**src/rtl/ahb_lite_slave_fir_if.sv**
```systemverilog
// AHB-Lite bus bundle between a master and the FIR register front-end.
//   hsel    - slave select
//   haddr   - byte address (16-byte map)
//   hsize   - 0 = byte, 1 = halfword
//   htrans  - 2'b10 NONSEQ starts a transfer, anything else is idle
//   hwrite  - 1 = write
//   hwdata  - write data, valid in the data phase
//   hrdata  - read data, valid in the data phase
//   hresp   - error response for the data phase
interface ahb_lite_slave_fir_if;
  logic        hsel;
  logic [3:0]  haddr;
  logic        hsize;
  logic [1:0]  htrans;
  logic        hwrite;
  logic [15:0] hwdata;
  logic [15:0] hrdata;
  logic        hresp;

  modport master (
    output hsel, haddr, hsize, htrans, hwrite, hwdata,
    input  hrdata, hresp
  );

  modport slave (
    input  hsel, haddr, hsize, htrans, hwrite, hwdata,
    output hrdata, hresp
  );
endinterface

```
**src/rtl/ahb_lite_slave_fir.sv**
```systemverilog
// AHB-Lite slave register front-end for the FIR datapath.
// Byte map: 0x0 busy, 0x1 err, 0x2-0x3 result (RO), 0x4-0x5 sample,
// 0x6-0xD coefficients F0..F3 (little-endian), 0xE coefficient-set bit0, 0xF reserved.
// Ports:
//   clk, n_rst          - clock (rising edge), async active-low reset
//   bus                 - AHB-Lite slave side (hsel/haddr/hsize/htrans/hwrite/hwdata/hrdata/hresp)
//   modwait             - FIR core busy; result is captured on its falling transition
//   fir_out, err        - FIR result and overflow/error flag
//   coefficient_num     - coefficient index requested by the loader
//   coeff_load_done     - loader finished, clears new_coefficient_set
//   sample_data         - sample register
//   data_ready          - one-cycle strobe after a sample write
//   fir_coefficient     - F[coefficient_num]
//   new_coefficient_set - coefficient load request
module ahb_lite_slave_fir #(
  parameter int unsigned NUM_COEFFS = 4,
  parameter int unsigned DATA_W     = 16
) (
  input  logic                          clk,
  input  logic                          n_rst,
  ahb_lite_slave_fir_if.slave           bus,
  input  logic                          modwait,
  input  logic [DATA_W-1:0]             fir_out,
  input  logic                          err,
  input  logic [$clog2(NUM_COEFFS)-1:0] coefficient_num,
  input  logic                          coeff_load_done,
  output logic [DATA_W-1:0]             sample_data,
  output logic                          data_ready,
  output logic [DATA_W-1:0]             fir_coefficient,
  output logic                          new_coefficient_set
);

  localparam logic [1:0] HtransNonseq = 2'b10;
  localparam int         CoeffIdxW    = $clog2(NUM_COEFFS);
  localparam int         RwFirst      = 4;
  localparam int         FirstCoeff   = 6;
  localparam int         RwLast       = FirstCoeff + 2 * NUM_COEFFS - 1;
  localparam logic [3:0] AddrCset     = 4'hE;
  localparam logic [3:0] AddrRsvd     = 4'hF;

  // Captured address phase
  logic       dp_valid_q, dp_valid_d;
  logic [3:0] dp_addr_q, dp_addr_d;
  logic       dp_size_q, dp_size_d;
  logic       dp_write_q, dp_write_d;

  // Register state
  logic [7:0]        rw_q [RwFirst:RwLast];
  logic [7:0]        rw_d [RwFirst:RwLast];
  logic [DATA_W-1:0] result_q, result_d;
  logic              modwait_q;
  logic              data_ready_q, data_ready_d;
  logic              ncs_q, ncs_d;

  logic       bus_err;
  logic       wr_ok;
  logic       rd_ok;
  logic       busy;
  logic [7:0] rd_byte [16];

  always_comb begin
    dp_valid_d = bus.hsel && (bus.htrans == HtransNonseq);
    dp_addr_d  = dp_valid_d ? bus.haddr  : dp_addr_q;
    dp_size_d  = dp_valid_d ? bus.hsize  : dp_size_q;
    dp_write_d = dp_valid_d ? bus.hwrite : dp_write_q;
  end

  // Errors: writes to status/result, anything at 0xF, misaligned halfwords and
  // halfwords at 0xE (the coefficient-set byte has no partner).
  always_comb begin
    bus_err = dp_valid_q &&
              ((dp_write_q && (dp_addr_q[3:2] == 2'b00)) ||
               (dp_addr_q == AddrRsvd) ||
               (dp_size_q && (dp_addr_q[0] || (dp_addr_q == AddrCset))));
    wr_ok   = dp_valid_q && dp_write_q && !bus_err;
    rd_ok   = dp_valid_q && !dp_write_q && !bus_err;
  end

  assign bus.hresp = bus_err;

  // Byte-lane writes: halfwords hit both bytes of the pair, bytes hit one lane.
  always_comb begin
    for (int i = RwFirst; i <= RwLast; i++) begin
      rw_d[i] = rw_q[i];
      if (wr_ok && (dp_size_q ? (dp_addr_q[3:1] == i[3:1]) : (dp_addr_q == i[3:0]))) begin
        rw_d[i] = i[0] ? bus.hwdata[15:8] : bus.hwdata[7:0];
      end
    end
  end

  always_comb begin
    data_ready_d = wr_ok && (dp_addr_q[3:1] == 3'b010);
    result_d     = (modwait_q && !modwait) ? fir_out : result_q;
    // A write in the same cycle as coeff_load_done takes priority.
    ncs_d        = ncs_q;
    if (wr_ok && (dp_addr_q == AddrCset)) begin
      ncs_d = bus.hwdata[0];
    end else if (coeff_load_done) begin
      ncs_d = 1'b0;
    end
  end

  always_ff @(posedge clk or negedge n_rst) begin
    if (!n_rst) begin
      dp_valid_q   <= 1'b0;
      dp_addr_q    <= '0;
      dp_size_q    <= 1'b0;
      dp_write_q   <= 1'b0;
      result_q     <= '0;
      modwait_q    <= 1'b0;
      data_ready_q <= 1'b0;
      ncs_q        <= 1'b0;
      for (int i = RwFirst; i <= RwLast; i++) begin
        rw_q[i] <= '0;
      end
    end else begin
      dp_valid_q   <= dp_valid_d;
      dp_addr_q    <= dp_addr_d;
      dp_size_q    <= dp_size_d;
      dp_write_q   <= dp_write_d;
      result_q     <= result_d;
      modwait_q    <= modwait;
      data_ready_q <= data_ready_d;
      ncs_q        <= ncs_d;
      for (int i = RwFirst; i <= RwLast; i++) begin
        rw_q[i] <= rw_d[i];
      end
    end
  end

  assign data_ready          = data_ready_q;
  assign new_coefficient_set = ncs_q;
  assign sample_data         = {rw_q[5], rw_q[4]};
  assign busy                = modwait | data_ready_q | ncs_q;

  always_comb begin
    fir_coefficient = '0;
    for (int n = 0; n < NUM_COEFFS; n++) begin
      if (coefficient_num == CoeffIdxW'(n)) begin
        fir_coefficient = {rw_q[FirstCoeff + 2 * n + 1], rw_q[FirstCoeff + 2 * n]};
      end
    end
  end

  // Byte view of the whole map for the read mux.
  always_comb begin
    for (int i = 0; i < 16; i++) begin
      rd_byte[i] = '0;
    end
    rd_byte[0] = {7'b0, busy};
    rd_byte[1] = {7'b0, err};
    rd_byte[2] = result_q[7:0];
    rd_byte[3] = result_q[15:8];
    for (int i = RwFirst; i <= RwLast; i++) begin
      rd_byte[i] = rw_q[i];
    end
    rd_byte[14] = {7'b0, ncs_q};
  end

  always_comb begin
    bus.hrdata = '0;
    if (rd_ok) begin
      if (dp_size_q) begin
        bus.hrdata = {rd_byte[{dp_addr_q[3:1], 1'b1}], rd_byte[{dp_addr_q[3:1], 1'b0}]};
      end else if (dp_addr_q[0]) begin
        bus.hrdata[15:8] = rd_byte[dp_addr_q];
      end else begin
        bus.hrdata[7:0] = rd_byte[dp_addr_q];
      end
    end
  end

endmodule
```
**src/flat_wrapper.sv**
```systemverilog
// flat-port wrapper written by rule: the top's interface ports become plain ports
module ahb_lite_slave_fir_flat 
#(
  parameter int unsigned NUM_COEFFS = 4,
  parameter int unsigned DATA_W     = 16
)
  (clk, n_rst, modwait, fir_out, err, coefficient_num, coeff_load_done, sample_data, data_ready, fir_coefficient, new_coefficient_set, bus_hsel, bus_haddr, bus_hsize, bus_htrans, bus_hwrite, bus_hwdata, bus_hrdata, bus_hresp);
  ahb_lite_slave_fir_if bus_i ();
  input  logic clk;
  input  logic n_rst;
  input  logic modwait;
  input  logic [DATA_W-1:0] fir_out;
  input  logic err;
  input  logic [$clog2(NUM_COEFFS)-1:0] coefficient_num;
  input  logic coeff_load_done;
  output logic [DATA_W-1:0] sample_data;
  output logic data_ready;
  output logic [DATA_W-1:0] fir_coefficient;
  output logic new_coefficient_set;
  input wire logic [$bits(bus_i.hsel)-1:0] bus_hsel;
  input wire logic [$bits(bus_i.haddr)-1:0] bus_haddr;
  input wire logic [$bits(bus_i.hsize)-1:0] bus_hsize;
  input wire logic [$bits(bus_i.htrans)-1:0] bus_htrans;
  input wire logic [$bits(bus_i.hwrite)-1:0] bus_hwrite;
  input wire logic [$bits(bus_i.hwdata)-1:0] bus_hwdata;
  output wire logic [$bits(bus_i.hrdata)-1:0] bus_hrdata;
  output wire logic [$bits(bus_i.hresp)-1:0] bus_hresp;
  assign bus_i.hsel = bus_hsel;
  assign bus_i.haddr = bus_haddr;
  assign bus_i.hsize = bus_hsize;
  assign bus_i.htrans = bus_htrans;
  assign bus_i.hwrite = bus_hwrite;
  assign bus_i.hwdata = bus_hwdata;
  assign bus_hrdata = bus_i.hrdata;
  assign bus_hresp = bus_i.hresp;
  ahb_lite_slave_fir #(.NUM_COEFFS(NUM_COEFFS), .DATA_W(DATA_W)) u_core (.clk(clk), .n_rst(n_rst), .bus(bus_i), .modwait(modwait), .fir_out(fir_out), .err(err), .coefficient_num(coefficient_num), .coeff_load_done(coeff_load_done), .sample_data(sample_data), .data_ready(data_ready), .fir_coefficient(fir_coefficient), .new_coefficient_set(new_coefficient_set));
endmodule
```
**config.mk**
```make
export PLATFORM = sky130hd
export DESIGN_NAME = ahb_lite_slave_fir_flat
export DESIGN_NICKNAME = d
export VERILOG_FILES = /design/src/rtl/ahb_lite_slave_fir_if.sv /design/src/rtl/ahb_lite_slave_fir.sv /design/src/flat_wrapper.sv
export SDC_FILE = /design/constraint.sdc
export NUM_CORES = 1
export LEC_CHECK = 0
export BUFFER_PORTS_ARGS = -buffer_cell sky130_fd_sc_hd__buf_4
export CAP_MARGIN = 40
export CORE_UTILIZATION = 30
export CTS_CLUSTER_DIAMETER = 30
export DETAILED_ROUTE_END_ITERATION = 12
export GPL_TIMING_DRIVEN = 0
export PLACE_DENSITY = 0.52
export SYNTH_ARGS = -nofsm -noshare
export SYNTH_HDL_FRONTEND = slang
export SYNTH_SLANG_ARGS = --single-unit
```
**constraint.sdc**
```tcl
create_clock -name clk -period 4.2 [get_ports clk]
set_clock_uncertainty 0.1 [all_clocks]
set_input_delay 0.84 -clock clk [delete_from_list [all_inputs] [get_ports clk]]
set_output_delay 0.84 -clock clk [all_outputs]
set_load 0.05 [all_outputs]
```
==> results by group, run 1 <==
Power
  – Clock power frac: 26.9%
  – Pint: 2050 µW
  – Comb power frac: 33.8%
  – Maximum VDD drop: 0.000239 V
  – Psw: 1130 µW
  – Pwr dens: 411 mW/mm²
  – Sw frac: a little over a third
  – P_leak: 0.00338 µW
  – Sequential share of power: 39.3%
  – Total power: 3180 µW

Layout
  – # diodes: 0
  – Share of cells above drive strength 1: between 40% and 50%
  – Layout area overhead: 22.5%
  – Core Util, Final: 37.9%
  – Nets@finish: 662
  – Fill count: 1994

Synth
  – Cell variety after synth: 49
  – Seq/Total Area, Yosys: a little over two fifths
  – Ys async rst share: 100%
  – Syn Area/Cell: 12.6 µm²
  – EDFF count, synth: 0
  – Gate Count Post-Synth: 503
  – Flops & latches, synth: 106
  – Yosys warns: 0
  – Syn Nets: 551
  – Post-synth top flop: dfrtp_1
  – Mapped cell area: 0.00632 mm²

Die
  – DIE AREA: 0.0217 mm²
  – Row cnt: 52
  – Starting Density: 30.9%
  – Core Region: about 0.020 mm²
  – Boundary Pins: 99
  – Die Span X: 147 µm
  – Chip height: 147 µm

Clock network
  – CTS tree: done
  – Post-CTS Setup Bufs: 0
  – CTS root buffer: clkbuf_16
  – H-tree levels: 3
  – Clock-pin slew on the worst setup and hold paths: 0.07 ns
  – Clock tree buffer depth: 2
  – Clk_lat worst skew: 0.35 ns
  – CTS Hold Buffers Added: 0
  – TritonCTS Buffers: 9
  – Clock Sinks: 106
  – Post_cts resized: 0

Drt
  – Final ANT Viol Nets: 0
  – Avg WL per Cell: roughly 25 µm
  – DRT Pass-1 Iters: 6
  – Routed WL: between 20 and 25 mm
  – Number of vias in the routed layout: 5101
  – Via/cell ratio: 5.74
  – Detailed Route Iter0 Violations: 495
  – DRC viols: 0

Place
  – PortBufs: between 90 and 100
  – Hpwl dp: 15.7 mm
  – Routability Congestion: 0.935

STA
  – RSZ-0062 raised after global routing: no
  – Final slew viol count: 0
  – Setup TNS Final: 0 ns
  – Slew @ Worst Pin: 0.920 ns
  – # setup viols final: 0
  – Fmax: 240 MHz
  – Max_slew headroom: between 30% and 40%
  – Final Cycle Share: 99.4%
  – Final hold viol count: 0
  – Period minus WS final: 4.17 ns

Global route
  – Global-route wire length before repair: 33.6 mm
  – GRT Util Overall: 21.2%
  – Vias in the first global route: 5169
  – Pin count of the biggest net entering global routing: 62
  – Initial antenna violation count: 0
  – GRT overflow: 0

Worst hold path
  – Hold_sp: u_core.result_q[3]$_DFFE_PN0P_
  – Worst hold path class: flop to flop

Setup path
  – Max Fanout on Critical Path: 10
  – Setup crit start kind: flop
  – Worst R2R Start: u_core.dp_addr_q[1]$_DFFE_PN0P_
  – WS Path Type: flop to output pin
  – CP arrival: 3.23 ns
  – Required time worst endpoint: 3.26 ns
  – Worst setup EP type: output pin
  – CP startpoint: u_core.dp_addr_q[2]$_DFFE_PN0P_

Outcome
  – Status: finished clean

Job
  – Max-cap violations: 0
## flip-flops by register name (all words and copies together) (netlist names), 4 cells and up
name / flops
u_core.rd_byte: 64
u_core.sample_data: 16
u_core.result_q: 16
u_core.dp_addr_q: 4
## worst max-delay path: stages, from the launching register on
cell and delay, ns:
dfrtp_1 0.44, buf_2 0.22, buf_1 0.34, nor2_1 0.80, a211o_1 0.23, a21oi_1 0.06, nor4_1 0.49, buf_4 0.29
## final timing paths
| check | end | slack (ns) | cells after the start |
|---|---|---|---|
| max | bus_hrdata[2] | 0.03 | 7 |
| min | u_core.result_q[3]$_DFFE_PN0P_ | 0.45 | 1 |
| max reg2reg | u_core.rd_byte[74]$_DFFE_PN0P_ | 1.13 | 4 |
| min reg2reg | u_core.result_q[3]$_DFFE_PN0P_ | 0.45 | 1 |
| max in group asynchronous | u_core.rd_byte[49]$_DFFE_PN0P_ | 2.82 | 2 |
| min in group asynchronous | u_core.result_q[12]$_DFFE_PN0P_ | 0.47 | 1 |
## area by class of cell
class	instances	area, µm²	share of cell area [%]
Multi-Input combinational cell	340	3360	43.4
Sequential cell	106	2650	34.2
Timing Repair Buffer	100	786	10.1
Tap cell	270	338	4.36
Buffer	51	285	3.68
Clock buffer	11	243	3.13
Clock inverter	5	53.8	0.695
Inverter	6	22.5	0.291
## per-stage QoR
stage / setup WS [ns] / instances / hold slack (ns) / instance area (µm²)
after floorplan: 0.295 / 503 / 0.394 / 6320
after global placement: 0.402 / 869 / 0.437 / 7380
after detailed placement: 0.410 / 873 / 0.431 / 7450
after CTS: 0.0830 / 889 / 0.447 / 7740
after global routing: 0.00271 / 889 / 0.471 / 7740
final: 0.0253 / 889 / 0.454 / 7740
## layout by cell type (no fill, tap or decap), types with 3 or more instances in the layout
cell type and count:
and3_1 3, buf_6 4, a221oi_1 24, mux2_2 125, nor2_1 12, nor4_1 10
nand3_1 4, nor3_1 4, nor2b_1 7, buf_1 5, nand4_1 5, buf_4 113
mux4_2 31, and2_1 5, buf_2 10, clkinv_2 3, a21oi_1 7, o21ai_0 13
clkbuf_16 9, a211o_1 3, nand2_1 24, a2111oi_0 3, mux2i_1 18, clkbuf_1 16
nand3b_1 3, o22ai_1 8, inv_1 4, dfrtp_1 106
## cells in the mapped netlist (7+ instances only)
master	number	area [µm²]
nor2_1	12	45.0
mux4_2	31	698
nand2_1	24	90.1
mux2i_1	18	180
mux2_2	125	1410
nor4_1	10	62.6
a221oi_1	24	210
o22ai_1	8	50.1
a21oi_1	7	35.0
clkbuf_1	17	63.8
buf_2	10	50.1
dfrtp_1	106	2650
o21ai_0	13	65.1
buf_4	17	128
nor2b_1	7	43.8
## power by group through the flow
stage	Clock, µW	Combinational (µW)	Sequential, µW
6_report	855	1070	1250
5_1_grt	916	1130	1270
4_1_cts	878	1060	1250
3_5_place_dp	0	1060	1270
3_3_place_gp	0	1040	1260
2_1_floorplan	0	749	1210
## logic make-up (layout without fill, tap and decap cells)
logic type             Yosys count  in the layout  synth area share, %
multiplexers                   174            174                 36.2
buffers and inverters           57            173                 4.83
AND/OR/NAND/NOR                 88             88                 7.76
flip-flops                     106            106                 42.0
XOR/XNOR                         1              1                0.257
AO/OA/AOI/OAI                   77             77                 9.04
## routing by layer
layer  track usage (%)  vias up  part of all wire, %
met3              4.91       65                  9.3
met2              32.8      296                   45
li1                  -     2178                    -
met1              28.8     2562                   42
met4              7.99        0                  3.4
met5                 0        -                    0
Note: power is estimated with default switching activity, not from simulation.
==> inputs of run 2 (changes only) <==
Settings changed: CORE_ASPECT_RATIO from default to 1.4.
==> run 2 against run 1 <==
  * First-iteration DRC count shrank 9.1%
  * Combinational power is essentially flat
  * Routed wire length shrank 0.33%
  * Sequential share of layout area up 0.16 points
==> results by group, run 2 (same netlist as run 1, synthesis figures left out) <==
Clock network
  – Post_cts resized: 0 (unchanged)
  – Post-CTS Setup Bufs: 0 (unchanged)
  – Clock Sinks: 106 (unchanged)
  – Clk_lat worst skew: 0.35 ns (about the same)
  – Clock-pin slew on the worst setup and hold paths: 0.07 ns (about the same)
  – Clock tree buffer depth: 2 (unchanged)
  – TritonCTS Buffers: 9 (unchanged)
  – CTS tree: done
  – H-tree levels: 3 (unchanged)
  – CTS Hold Buffers Added: 0 (unchanged)
  – CTS root buffer: clkbuf_16

Die
  – Row cnt: 62 (+19%)
  – Boundary Pins: 99 (unchanged)
  – Chip height: 174 µm (+18%)
  – Core Region: 0.0206 mm² (+0.62%)
  – Die Span X: 125 µm (-15%)
  – Starting Density: 30.8% (-0.19 points)
  – DIE AREA: 0.0217 mm² (about the same)

Drt
  – Highest metal layer with signal wires: met4
  – DRC viols: 0 (unchanged)
  – Met2 routed WL: 11.0 mm (+9.5%)
  – Met1 WL: 8.58 mm (-8.6%)
  – Number of vias in the routed layout: 5052 (-0.96%)
  – Routed WL: 22.2 mm (-0.33%)
  – Detailed Route Iter0 Violations: 450 (-9.1%)
  – Final ANT Viol Nets: 0 (unchanged)
  – Avg WL per Cell: 25.4 µm (+1.3%)
  – Met3 wire length: 1.49 mm (-28%)
  – DRT Pass-1 Iters: 5 (-1)
  – Via/cell ratio: 5.77 (+0.62%)

Layout
  – Share of cells above drive strength 1: 49.9% (+0.16 points)
  – Commonest non-fill, non-tap cells in the layout: mux2_2 (125), buf_4 (113), dfrtp_1 (106)
  – Multi-input gate area: 0.00337 mm² (about the same)
  – Core Util, Final: 37.5% (-0.41 points)
  – Most common cell after layout, fill and taps aside: mux2_2
  – Layout area overhead: 21.9%
  – Largest register FFs: 64 (unchanged)
  – # diodes: 0 (unchanged)
  – Fill count: 2009 (+0.75%)
  – Storage cell area: 0.00265 mm² (unchanged)
  – Nets@finish: 662 (unchanged)

Setup path
  – CP arrival: 3.14 ns (-0.09 ns)
  – CP delay by family, top: buffers and inverters
  – Max Fanout on Critical Path: 10 (unchanged)
  – CP max stage cell: clkbuf_1
  – Largest stage delay, worst path: 0.56 ns (-0.24 ns)
  – Cell Chain, Critical Path: buf_2 > inv_1 > nor2_1 > clkbuf_1 > a221oi_1 > nor4_1 > buf_4
  – Worst R2R Setup Slack: 1.15 ns (+0.02 ns)
  – WS Path Type: flop to output pin
  – Required time worst endpoint: 3.26 ns (about the same)
  – Worst setup EP type: output pin
  – Buf/Inv on CP: 4 (+1)
  – Setup crit start kind: flop

STA
  – Setup TNS Final: 0 ns (unchanged)
  – Final hold viol count: 0 (unchanged)
  – # setup viols final: 0 (unchanged)
  – Hold WS: 0.435 ns (-0.0189 ns)
  – Max_slew headroom: 39.8% (+1.1 points)
  – Final Cycle Share: 97.2% (-2.2 points)
  – RSZ-0062 raised after global routing: no
  – Slew @ Worst Pin: 0.903 ns (-0.0162 ns)
  – Period minus WS final: 4.08 ns (-0.0923 ns)
  – Final slew viol count: 0 (unchanged)
  – Fmax: 245 MHz (+2.3%)
  – Worst setup margin: 0.118 ns (+0.0923 ns)

Power
  – P_leak: 0.00336 µW (-0.57%)
  – Psw: 1140 µW (+1.1%)
  – Sw frac: 36.4% (+0.94 points)
  – Sequential share of power: 40.1% (+0.8 points)
  – Clock power frac: 25.9% (-1.0 points)
  – Comb power frac: 33.9% (about the same)
  – Maximum VDD drop: 0.000219 V (-8.1%)
  – Pwr dens: 406 mW/mm² (-1.0%)
  – Pint: 1990 µW (-2.9%)

Global route
  – GRT Util Overall: 20.8% (-0.40 points)
  – Global-route wire length before repair: 33.5 mm (-0.29%)
  – Vias in the first global route: 5267 (+1.9%)
  – GRT overflow: 0 (unchanged)
  – Pin count of the biggest net entering global routing: 55 (-11%)
  – Initial antenna violation count: 0 (unchanged)

Worst hold path
  – Worst hold path class: input port to asynchronous set/reset pin

Place
  – Routability Congestion: 0.912 (-2.5%)
  – Pre-CTS worst setup slack: 0.508 ns (+0.0983 ns)
  – PortBufs: 96 (unchanged)
  – Hpwl dp: 16.0 mm (+1.5%)

Job
  – Max-cap violations: 0 (unchanged)

Outcome
  – Status: finished clean
run 2: path summary, 6_finish.rpt:
path | start | to | cells after the start
max reg2reg | u_core.dp_addr_q[1]$_DFFE_PN0P_ | u_core.rd_byte[75]$_DFFE_PN0P_ | 4
min | n_rst | u_core.result_q[12]$_DFFE_PN0P_ | 1
min reg2reg | u_core.result_q[8]$_DFFE_PN0P_ | u_core.result_q[8]$_DFFE_PN0P_ | 1
max in group asynchronous | n_rst | u_core.rd_byte[77]$_DFFE_PN0P_ | 2
min in group clk | u_core.result_q[8]$_DFFE_PN0P_ | u_core.result_q[8]$_DFFE_PN0P_ | 1
max | u_core.dp_addr_q[2]$_DFFE_PN0P_ | bus_hrdata[5] | 7
run 2: worst register-to-register path, cell delays in order (launching register included):
cell and delay [ns]:
dfrtp_1 0.48, buf_2 0.37, buf_1 0.59, nand4_1 0.84
mux2_2 0.55
run 2: per-layer routing:
layer,global-route usage [%],vias up
met5,0,-
met4,11.3,0
met3,3.80,60
met2,35.1,258
met1,25.0,2569
li1,-,2165
run 2: layout make-up:
| type | instances | share of cell area, % |
|---|---|---|
| multi-input combinational | 340 | 43.7 |
| sequential | 106 | 34.4 |
| timing repair buffer | 100 | 10.1 |
| tap | 256 | 4.15 |
| buffer | 51 | 3.68 |
| clock buffer | 10 | 3.10 |
| clock inverter | 6 | 0.552 |
| inverter | 6 | 0.292 |
run 2: stage by stage:
stage          power [µW]  area, µm²  cells
2_1_floorplan        1960       6320    503
3_3_place_gp         2300       7360    855
3_5_place_dp         2330       7420    859
4_1_cts              3150       7710    875
5_1_grt              3260       7710    875
6_report             3130       7710    875
run 2: power by group through the flow:
stage | Clock [µW] | Sequential [µW] | Combinational (µW)
after floorplan | 0 | 1210 | 749
after global placement | 0 | 1270 | 1040
after detailed placement | 0 | 1270 | 1050
after CTS | 834 | 1250 | 1060
after global routing | 873 | 1270 | 1120
final | 813 | 1260 | 1060
